$ cat src/rtl/udp_tx_ddr_rd_ctrl.sv
// udp_tx_ddr_rd_ctrl: splits UDP TX frame commands into FDMA read bursts that fit in the
// TX buffer FIFO, and forwards the returned beats into the FIFO write port (clkw domain).
module udp_tx_ddr_rd_ctrl #(
    parameter int                ADDR_W     = 32,
    parameter int                LEN_W      = 16,
    parameter int                BURST_MAX  = 256,
    parameter int                FIFO_DEPTH = 2048,
    parameter logic [ADDR_W-1:0] BASE_ADDR  = '0,
    parameter int                RING_WORDS = 1048576
) (
    input  logic              clkw,
    input  logic              wrst,
    input  logic              fifo_wr_rst_done,
    input  logic              cmd_valid,
    output logic              cmd_ready,
    input  logic [ADDR_W-1:0] cmd_addr,
    input  logic [LEN_W-1:0]  cmd_len,
    input  logic [11:0]       fifo_wrusedw,
    output logic              fifo_we,
    output logic [31:0]       fifo_di,
    output logic              fdma_rareq,
    output logic [ADDR_W-1:0] fdma_raddr,
    output logic [8:0]        fdma_rsize,
    input  logic              fdma_rbusy,
    input  logic              fdma_rvalid,
    input  logic [31:0]       fdma_rdata,
    output logic              frame_done,
    output logic              busy,
    output logic              err_short
);

    // Beat counter saturates one above BURST_MAX so overlong bursts never wrap back to "equal".
    localparam int                BCNT_W   = $clog2(BURST_MAX + 2);
    localparam logic [BCNT_W-1:0] BCNT_SAT = BCNT_W'(BURST_MAX + 1);
    localparam logic [ADDR_W-1:0] RING_A   = ADDR_W'(RING_WORDS);
    localparam logic [ADDR_W-1:0] BURST_A  = ADDR_W'(BURST_MAX);
    localparam logic [ADDR_W:0]   DEPTH_A  = (ADDR_W + 1)'(FIFO_DEPTH);

    typedef enum logic [2:0] {
        ST_IDLE,
        ST_WAIT_SPACE,
        ST_REQ,
        ST_XFER,
        ST_DONE
    } state_t;

    state_t              state_q, state_d;
    logic [ADDR_W-1:0]   cur_q, cur_d;
    logic [LEN_W-1:0]    rem_q, rem_d;
    logic [1:0]          settle_q, settle_d;
    logic [BCNT_W-1:0]   bcnt_q, bcnt_d;
    logic                rbusy_q, rbusy_d;
    logic                fifo_we_q, fifo_we_d;
    logic [31:0]         fifo_di_q, fifo_di_d;
    logic                err_q, err_d;

    logic [ADDR_W-1:0]   ring_left;
    logic [ADDR_W-1:0]   blen;
    logic [ADDR_W-1:0]   cur_sum;
    logic [ADDR_W:0]     fill_sum;
    logic                space_ok;
    logic [BCNT_W-1:0]   bcnt_next;

    // Burst length for the current position: limited by remaining words, burst cap and ring end.
    always_comb begin
        ring_left = RING_A - cur_q;
        blen      = ADDR_W'(rem_q);
        if (blen > BURST_A) begin
            blen = BURST_A;
        end
        if (blen > ring_left) begin
            blen = ring_left;
        end
        cur_sum  = cur_q + blen;
        fill_sum = (ADDR_W + 1)'(fifo_wrusedw) + (ADDR_W + 1)'(blen);
        space_ok = (fill_sum <= DEPTH_A);
    end

    // Next-state logic: command intake, space wait, burst request, beat forwarding and burst close.
    always_comb begin
        state_d   = state_q;
        cur_d     = cur_q;
        rem_d     = rem_q;
        settle_d  = settle_q;
        bcnt_d    = bcnt_q;
        rbusy_d   = fdma_rbusy;
        fifo_we_d = 1'b0;
        fifo_di_d = fifo_di_q;
        err_d     = err_q;
        bcnt_next = bcnt_q;
        case (state_q)
            ST_IDLE: begin
                settle_d = 2'd0;
                bcnt_d   = '0;
                if (cmd_valid && cmd_ready) begin
                    cur_d   = cmd_addr;
                    rem_d   = cmd_len;
                    state_d = (cmd_len == '0) ? ST_DONE : ST_WAIT_SPACE;
                end
            end
            ST_WAIT_SPACE: begin
                if (settle_q != 2'd2) begin
                    settle_d = settle_q + 2'd1;
                end else if (space_ok) begin
                    state_d = ST_REQ;
                end
            end
            ST_REQ: begin
                if (fdma_rbusy) begin
                    bcnt_d  = '0;
                    state_d = ST_XFER;
                end
            end
            ST_XFER: begin
                if (fdma_rvalid) begin
                    if (ADDR_W'(bcnt_q) < blen) begin
                        fifo_we_d = 1'b1;
                        fifo_di_d = fdma_rdata;
                    end else begin
                        err_d = 1'b1;
                    end
                    if (bcnt_q != BCNT_SAT) begin
                        bcnt_next = bcnt_q + 1'b1;
                    end
                end
                bcnt_d = bcnt_next;
                if (rbusy_q && !fdma_rbusy) begin
                    if (ADDR_W'(bcnt_next) != blen) begin
                        err_d = 1'b1;
                    end
                    cur_d    = (cur_sum == RING_A) ? '0 : cur_sum;
                    rem_d    = rem_q - LEN_W'(blen);
                    settle_d = 2'd0;
                    bcnt_d   = '0;
                    state_d  = (ADDR_W'(rem_q) == blen) ? ST_DONE : ST_WAIT_SPACE;
                end
            end
            ST_DONE: begin
                state_d = ST_IDLE;
            end
            default: begin
                state_d = ST_IDLE;
            end
        endcase
    end

    // State and datapath registers with synchronous reset that abandons any frame in progress.
    always_ff @(posedge clkw) begin
        if (wrst) begin
            state_q   <= ST_IDLE;
            cur_q     <= '0;
            rem_q     <= '0;
            settle_q  <= '0;
            bcnt_q    <= '0;
            rbusy_q   <= 1'b0;
            fifo_we_q <= 1'b0;
            fifo_di_q <= '0;
            err_q     <= 1'b0;
        end else begin
            state_q   <= state_d;
            cur_q     <= cur_d;
            rem_q     <= rem_d;
            settle_q  <= settle_d;
            bcnt_q    <= bcnt_d;
            rbusy_q   <= rbusy_d;
            fifo_we_q <= fifo_we_d;
            fifo_di_q <= fifo_di_d;
            err_q     <= err_d;
        end
    end

    // Output decode; request address and size are only driven while a request is pending.
    always_comb begin
        cmd_ready  = (state_q == ST_IDLE) && fifo_wr_rst_done && !wrst;
        fdma_rareq = (state_q == ST_REQ);
        fdma_raddr = (state_q == ST_REQ) ? (BASE_ADDR + (cur_q << 2)) : '0;
        fdma_rsize = (state_q == ST_REQ) ? 9'(blen) : 9'd0;
        frame_done = (state_q == ST_DONE);
        busy       = (state_q != ST_IDLE);
        fifo_we    = fifo_we_q;
        fifo_di    = fifo_di_q;
        err_short  = err_q;
    end

endmodule

$ cat config.mk
export PLATFORM = sky130hd
export DESIGN_NAME = udp_tx_ddr_rd_ctrl
export DESIGN_NICKNAME = d
export VERILOG_FILES = /design/src/rtl/udp_tx_ddr_rd_ctrl.sv
export SDC_FILE = /design/constraint.sdc
export NUM_CORES = 1
export LEC_CHECK = 0
export CORE_ASPECT_RATIO = 0.7
export CORE_MARGIN = 10
export CORE_UTILIZATION = 29
export CTS_CLUSTER_DIAMETER = 30
export DETAILED_ROUTE_END_ITERATION = 6
export DONT_BUFFER_PORTS = 1
export GPL_ROUTABILITY_DRIVEN = 0
export PLACE_DENSITY = 0.54
export SETUP_SLACK_MARGIN = 0.05
export SLEW_MARGIN = 20
export SYNTH_ARGS = -nofsm -noshare
export SYNTH_HDL_FRONTEND = slang
export SYNTH_SLANG_ARGS = --single-unit
export TNS_END_PERCENT = 5
$ cat constraint.sdc
create_clock -name clkw -period 7.95 [get_ports clkw]
set_input_delay 0.795 -clock clkw [delete_from_list [all_inputs] [get_ports clkw]]
set_output_delay 0.795 -clock clkw [all_outputs]
set_load 0.02 [all_outputs]
---- Word level (Yosys, flattened, before mapping) ----
Cells that the tools add are included.
word-level totals
  bits in registers ....................... 97
  bits of input ports ..................... 98
  logic and storage cells ................. 87
cells by class
  add/subtract/negate cells ............... 6
  magnitude comparators ................... 4
  equality and inequality tests ........... 15
  multiplexer cells ....................... 33
  bitwise gates (word level) .............. 2
  reductions and logical operators ........ 18
operators by type and width
  operator                                                                 number
  32-bit two-way mux                                                       5
  32-bit one-hot mux with 2 select lines                                   1
  9-bit two-way mux                                                        6
  16-bit two-way mux                                                       3
  12-bit by 32-bit adder with 33-bit output                                1
  33-bit by 12-bit <= comparator with 1-bit output, second input constant  1
  32-bit adder                                                             1
  16-bit by 32-bit == test with 1-bit output                               1
  32-bit by 21-bit == test with 1-bit output, second input constant        1
  32-bit > comparator                                                      1
  9-bit by 32-bit less-than comparator with 1-bit output                   1
  9-bit by 32-bit != test with 1-bit output                                1
  16-bit one-hot mux with 2 select lines                                   1
  21-bit by 32-bit subtractor with 32-bit output, first input constant     1
  9-bit one-hot mux with 3 select lines                                    1
  3-bit two-way mux                                                        7
  16-bit by 9-bit > comparator with 1-bit output, second input constant    1
  16-bit zero test                                                         1
  16-bit subtractor                                                        1
  2-bit != test, second input constant                                     6
  3-bit one-hot mux with 4 select lines                                    1
  9-bit by 1-bit adder with 9-bit output, second input constant            1
  9-bit != test, second input constant                                     1
  3-bit AND reduction                                                      3
  other kinds (17)                                                         30

---- Depth between registers and ports, before layout ----
  depth after elaboration ................. 9
  mapped depth ............................ 32
  depth with buffers taken out ............ 30

---- Least setup slack after synthesis ----
Ideal clock, no wire load.
  path kind ............................... reg-to-reg
  from .................................... register cur_q[1]
  to ...................................... register cur_q[20]
  library setup time ...................... 0.127 ns
  arrival time ............................ 6.931 ns
  data required time ...................... 7.823 ns
  setup slack ............................. 0.893 ns
  cell stages (with the launch flop) ...... 29
  buffers on the path ..................... 1
  period minus slack after synthesis ...... 7.057 ns
  cell sequence ........................... dfxtp_1 > inv_1 > ha_1 > or3b_1 > or4_1 > clkbuf_1 > nor3_1 > xor2_1 > ha_1 > nand4_1 > nor4_1 > or4_1 > a2111o_1 > nor3_1 > nand4_1 > mux2i_1 > inv_1 > fa_1 > a211oi_1 > o211ai_1 > o211ai_1 > o2111ai_1 > and2_1 > a2111oi_0 > nor3_1 > xnor2_1 > nand3_1 > nor4_1 > a31oi_1
on the way
  cells in the longest elaborated chain, start to end .. 8
RTL lines
  element                                         RTL line  RTL
  from (decl)                                     48        logic [ADDR_W-1:0] cur_q, cur_d;
  from (signal assigned)                          161       cur_q <= cur_d;
  21-bit by 32-bit subtractor with 32-bit output  66        ring_left = RING_A - cur_q;
  32-bit > comparator                             71        if (blen > ring_left) begin
  32-bit two-way mux                              71
  32-bit adder *                                  74        cur_sum = cur_q + blen;
  32-bit by 21-bit == test with 1-bit output      131       cur_d = (cur_sum == RING_A) ? '0 : cur_sum;
  32-bit two-way mux *                            131
  32-bit two-way mux *                            127       if (rbusy_q && !fdma_rbusy) begin
  32-bit one-hot mux with 2 select lines *        91        case (state_q)
Mark *: on every way between the ends. The rest lies on a longest branch, timed or not. The select of a mux whose other input is x is not followed.
A chain may end at the register's enable or synchronous reset.

---- Worst setup path in the final report ----
  from .................................... register cur_q[0]
  to ...................................... register cur_q[20]
The elaborated chain is that of the path after synthesis.

==> out/results.txt <==
After synthesis, the share of flip-flops with an asynchronous set or reset is 0%. After detailed routing, the number of vias per cell comes to 5.610. The number of nets with antenna violations after detailed routing is 0, and the via count of the first global-routing pass is 8,467. The largest net degree at the start of global routing was 94. Compared with the post-synthesis result, the final layout area differs by 10.25%.

The tools report the starting DRC count in detailed routing as 952. The power density of the placed cells came out at 173.5 mW/mm2. The relative max-transition margin is 26.67%.

Number of distinct library cell variants in the gate-level netlist after synthesis: 76. The flow ran to the end, and the final reports show no timing, DRC or antenna violations. Total negative slack: 0 ns.

The fill cell total of the finished layout was 3,344. For this design, the slowest cell found on the critical path is sky130_fd_sc_hd__or4_4. The floorplan step defined a core boundary enclosing 0.03135 mm2.

The initial antenna violation count was 2. Setup repair after global routing left no endpoint under its margin. The number of warnings printed during yosys synthesis is 0, and the largest vdd supply drop is 0.1072 mV. The floorplan die width was 233.8 um; the count of final hold-check violations was 0. For this run, the top clock speed supported by timing is 0.1330 GHz. For this run, the register share of the synthesized area comes to 20.92%.

The average instance in the mapped netlist occupies 7.330 um2. The tools report the placement-stage worst setup slack as 0.2227 ns. Average detailed-routed wire length per instance: 21.39 um.

Internal power comes to 1035 uW. Across the run, the number of max-cap violations was 0. At the worst endpoint, the arrival time is 7.78 ns. At the pin with the least slew margin, the transition time is 1.098 ns. The run gives 0 as the post-detailed-route DRC marker count. The tools report the wire length of the first global-routing pass as 53.81 mm.

The post-cts hold buffer count came out at 0. The routed wire length came out at 36.07 mm. The max-slew violation count is 0, and the largest fanout on the critical path is 5.

For this design, the sink count on the clock tree is 97. Yosys instantiated no cell more often than sky130_fd_sc_hd__nor2_1. Biggest area consumer among synthesized cells: sky130_fd_sc_hd__dfxtp_1. By area the synthesized netlist is led by sky130_fd_sc_hd__dfxtp_1 (21%), sky130_fd_sc_hd__ha_1 (11%), sky130_fd_sc_hd__nor2_1 (7.3%). Clock-pin slew was measured on the worst setup and hold paths at 0.09 ns. The first detailed-routing pass took 6 iterations.

For the worst-skew pair, the clock arrives at the later sink with an insertion delay of 0.38 ns. The die covers 0.03967 mm2. The tools report the TritonCTS buffer count as 9.

Among all flip-flop cells after synthesis, the most frequent one is sky130_fd_sc_hd__dfxtp_1. Data on the critical path is required at its endpoint by 8.21 ns. After synthesis, the largest area contributor takes up 20.92% of total cell area. In the final layout, the share of cells above drive strength 1 is 6.798%.

TritonCTS built the clock tree. Once routing completed, OpenROAD measured the worst setup slack at 0.4299 ns. Global routing used 17.51% of the available tracks across all layers. In this run the vertical extent of the chip is 169.7 um. The run gives 28.50 mm as the HPWL reported at the end of detailed placement. The tools report the remaining global-route overflow as 0. The tools report the net switching component of the power as 740.3 uW. The post-CTS setup buffer count was 0; the proportion of total power due to net switching was 41.69%. Gates resized during post-CTS repair numbered 0. The worst hold path belongs to the class primary input to flip-flop.

For the via count of the routed design, the log shows 9,458. Counting stages on the worst path, the most repeated cell is sky130_fd_sc_hd__ha_1. The clock network is responsible for 27.3% of the overall power. The quantity of I/O buffers inserted on ports is 0, and the post-synthesis instance area is 0.009280 mm2. Final layout net count: 1,442.

The run gives 177 as the number of placed I/O pins. The run gives 3 as the number of H-tree levels. STA classifies the critical path endpoint as a flip-flop. Row generation in the floorplan step produced 54 rows. Yosys mapped a number of flops with a built-in enable equal to 0. The tools report the count of final setup violators as 0. The start-to-end type of the worst setup path is flip-flop to flip-flop.

Final cycle utilization of the critical path: 94.59%. After synthesis the netlist holds a flip-flop and latch count of 97. STA classifies the critical path startpoint as a flip-flop. The run gives 1,266 as the instance count of the mapped netlist.

The clock root buffer was sky130_fd_sc_hd__clkbuf_16. Sequential cells account for 30.6% of the total power. The part of the total power dissipated in combinational logic came out at 42.1%. The maximum buffer depth of the clock tree came out at 2. Counting I/O delays and the setup requirement, the final critical path takes 7.520 ns. The run gives 0.009802 ns as the worst-case clock skew.

For this design the static power due to leakage is 0.004511 uW. For this run, the slowest stage of the critical path takes 0.60 ns. The tools report the effective utilization at floorplan as 29.60%.

In the synthesized netlist, the cells that appear most often are sky130_fd_sc_hd__nor2_1 (181), sky130_fd_sc_hd__nand2_1 (112), sky130_fd_sc_hd__dfxtp_1 (97), sky130_fd_sc_hd__a21oi_1 (88), sky130_fd_sc_hd__ha_1 (81).
[sequential cells by signal, summed over array words and instances, names as in the netlist]
name / flops
rbusy_q: 1
settle_q: 2
cur_q: 32
fifo_we: 1
fifo_di: 32
bcnt_q: 9
state_q: 3
rem_q: 16
err_short: 1
[metal layers]
metal / global-route usage, % / vias up / routed length (um)
met5: 0 / - / 12
met4: 4.420 / 2 / 735
met3: 4.493 / 38 / 3429
met2: 24.16 / 405 / 14490
met1: 25.99 / 4458 / 17400
li1: - / 4555 / -
[power groups by stage]
| stage | combinational (uW) | sequential [uW] | clock (uW) |
|---|---|---|---|
| 3_3_place_gp | 715 | 554 | 0 |
| 6_report | 748 | 543 | 484 |
| 3_5_place_dp | 717 | 554 | 0 |
| 2_1_floorplan | 546 | 535 | 0 |
| 5_1_grt | 824 | 547 | 516 |
| 4_1_cts | 722 | 542 | 498 |
[area by class of cell]
type | instances | area [um2] | area share [%]
Antenna cell | 1 | 2.502 | 0.02446
Clock buffer | 9 | 225.2 | 2.201
Clock inverter | 7 | 96.34 | 0.9417
Inverter | 52 | 195.2 | 1.908
Multi-Input combinational cell | 1063 | 6967 | 68.09
Sequential cell | 97 | 1942 | 18.98
Tap cell | 420 | 525.5 | 5.136
Timing Repair Buffer | 37 | 277.8 | 2.715
[worst max-delay path: cells and delay by family (launching register included)]
family	cells	cell delay, ns
AND/OR/NAND/NOR	12	3.22
AO/OA/AOI/OAI	7	1.79
adder cells (fa/ha/maj)	4	1.22
multiplexers	1	0.34
flip-flops	1	0.32
XOR/XNOR	2	0.30
buffers and inverters	2	0.22
[per-stage QoR]
stage / power, uW / cells / area, um2 / utilization (%) / hold WS, ns
after floorplan: 1081 / 1284 / 9348 / - / 0.4578
after CTS: 1762 / 1685 / 10180 / 32.48 / 0.4743
final: 1776 / 1686 / 10230 / 32.63 / 0.4914
after global placement: 1269 / 1669 / 9862 / 31.46 / 0.4920
after detailed placement: 1270 / 1669 / 9862 / 31.46 / 0.5018
after global routing: 1887 / 1685 / 10230 / 32.63 / 0.4563
[layout by cell type (no fill, tap or decap), types with 5 or more instances in the layout]
cell,n
sky130_fd_sc_hd__conb_1,19
sky130_fd_sc_hd__nor3b_1,5
sky130_fd_sc_hd__o21ai_0,62
sky130_fd_sc_hd__a311oi_1,16
sky130_fd_sc_hd__nor3_1,36
sky130_fd_sc_hd__nand2b_1,9
sky130_fd_sc_hd__nor4_1,18
sky130_fd_sc_hd__nor2_1,179
sky130_fd_sc_hd__o31ai_1,7
sky130_fd_sc_hd__nand3_1,28
sky130_fd_sc_hd__a31oi_1,8
sky130_fd_sc_hd__o21bai_1,6
sky130_fd_sc_hd__o211ai_1,18
sky130_fd_sc_hd__buf_4,37
sky130_fd_sc_hd__inv_1,52
sky130_fd_sc_hd__dfxtp_1,97
sky130_fd_sc_hd__or3_1,16
sky130_fd_sc_hd__a22oi_1,10
sky130_fd_sc_hd__and3_1,33
sky130_fd_sc_hd__or4_1,10
sky130_fd_sc_hd__a211o_1,6
sky130_fd_sc_hd__a21oi_1,87
sky130_fd_sc_hd__o41ai_1,5
sky130_fd_sc_hd__nand4_1,22
sky130_fd_sc_hd__xnor2_1,49
sky130_fd_sc_hd__a211oi_1,11
sky130_fd_sc_hd__ha_1,81
sky130_fd_sc_hd__o21a_1,10
sky130_fd_sc_hd__xor2_1,27
sky130_fd_sc_hd__clkbuf_16,9
sky130_fd_sc_hd__o21ai_1,6
sky130_fd_sc_hd__a21o_1,21
sky130_fd_sc_hd__mux2i_1,43
sky130_fd_sc_hd__and2_1,10
sky130_fd_sc_hd__nor2b_1,13
sky130_fd_sc_hd__or2_2,5
sky130_fd_sc_hd__nand2_1,111
[worst paths after layout]
path               startpoint  slack, ns           to  cells past startpoint
hold reg to reg   settle_q[1]       0.51  settle_q[1]                      2
hold / removal           wrst       0.49  fifo_di[13]                      1
setup / recovery     cur_q[0]       0.43    cur_q[20]                     28
setup reg to reg     cur_q[0]       0.43    cur_q[20]                     28
[cell families after synthesis]
kind of cell	count (synthesis)	share of synthesized area [%]
flip-flops	97	20.92
AND/OR/NAND/NOR	524	27.54
other	1	0.04041
multiplexers	48	5.231
XOR/XNOR	76	7.173
AO/OA/AOI/OAI	312	22.07
adder cells (fa/ha/maj)	84	11.57
buffers and inverters	124	5.447
Note: power is estimated with default switching activity, not from simulation.
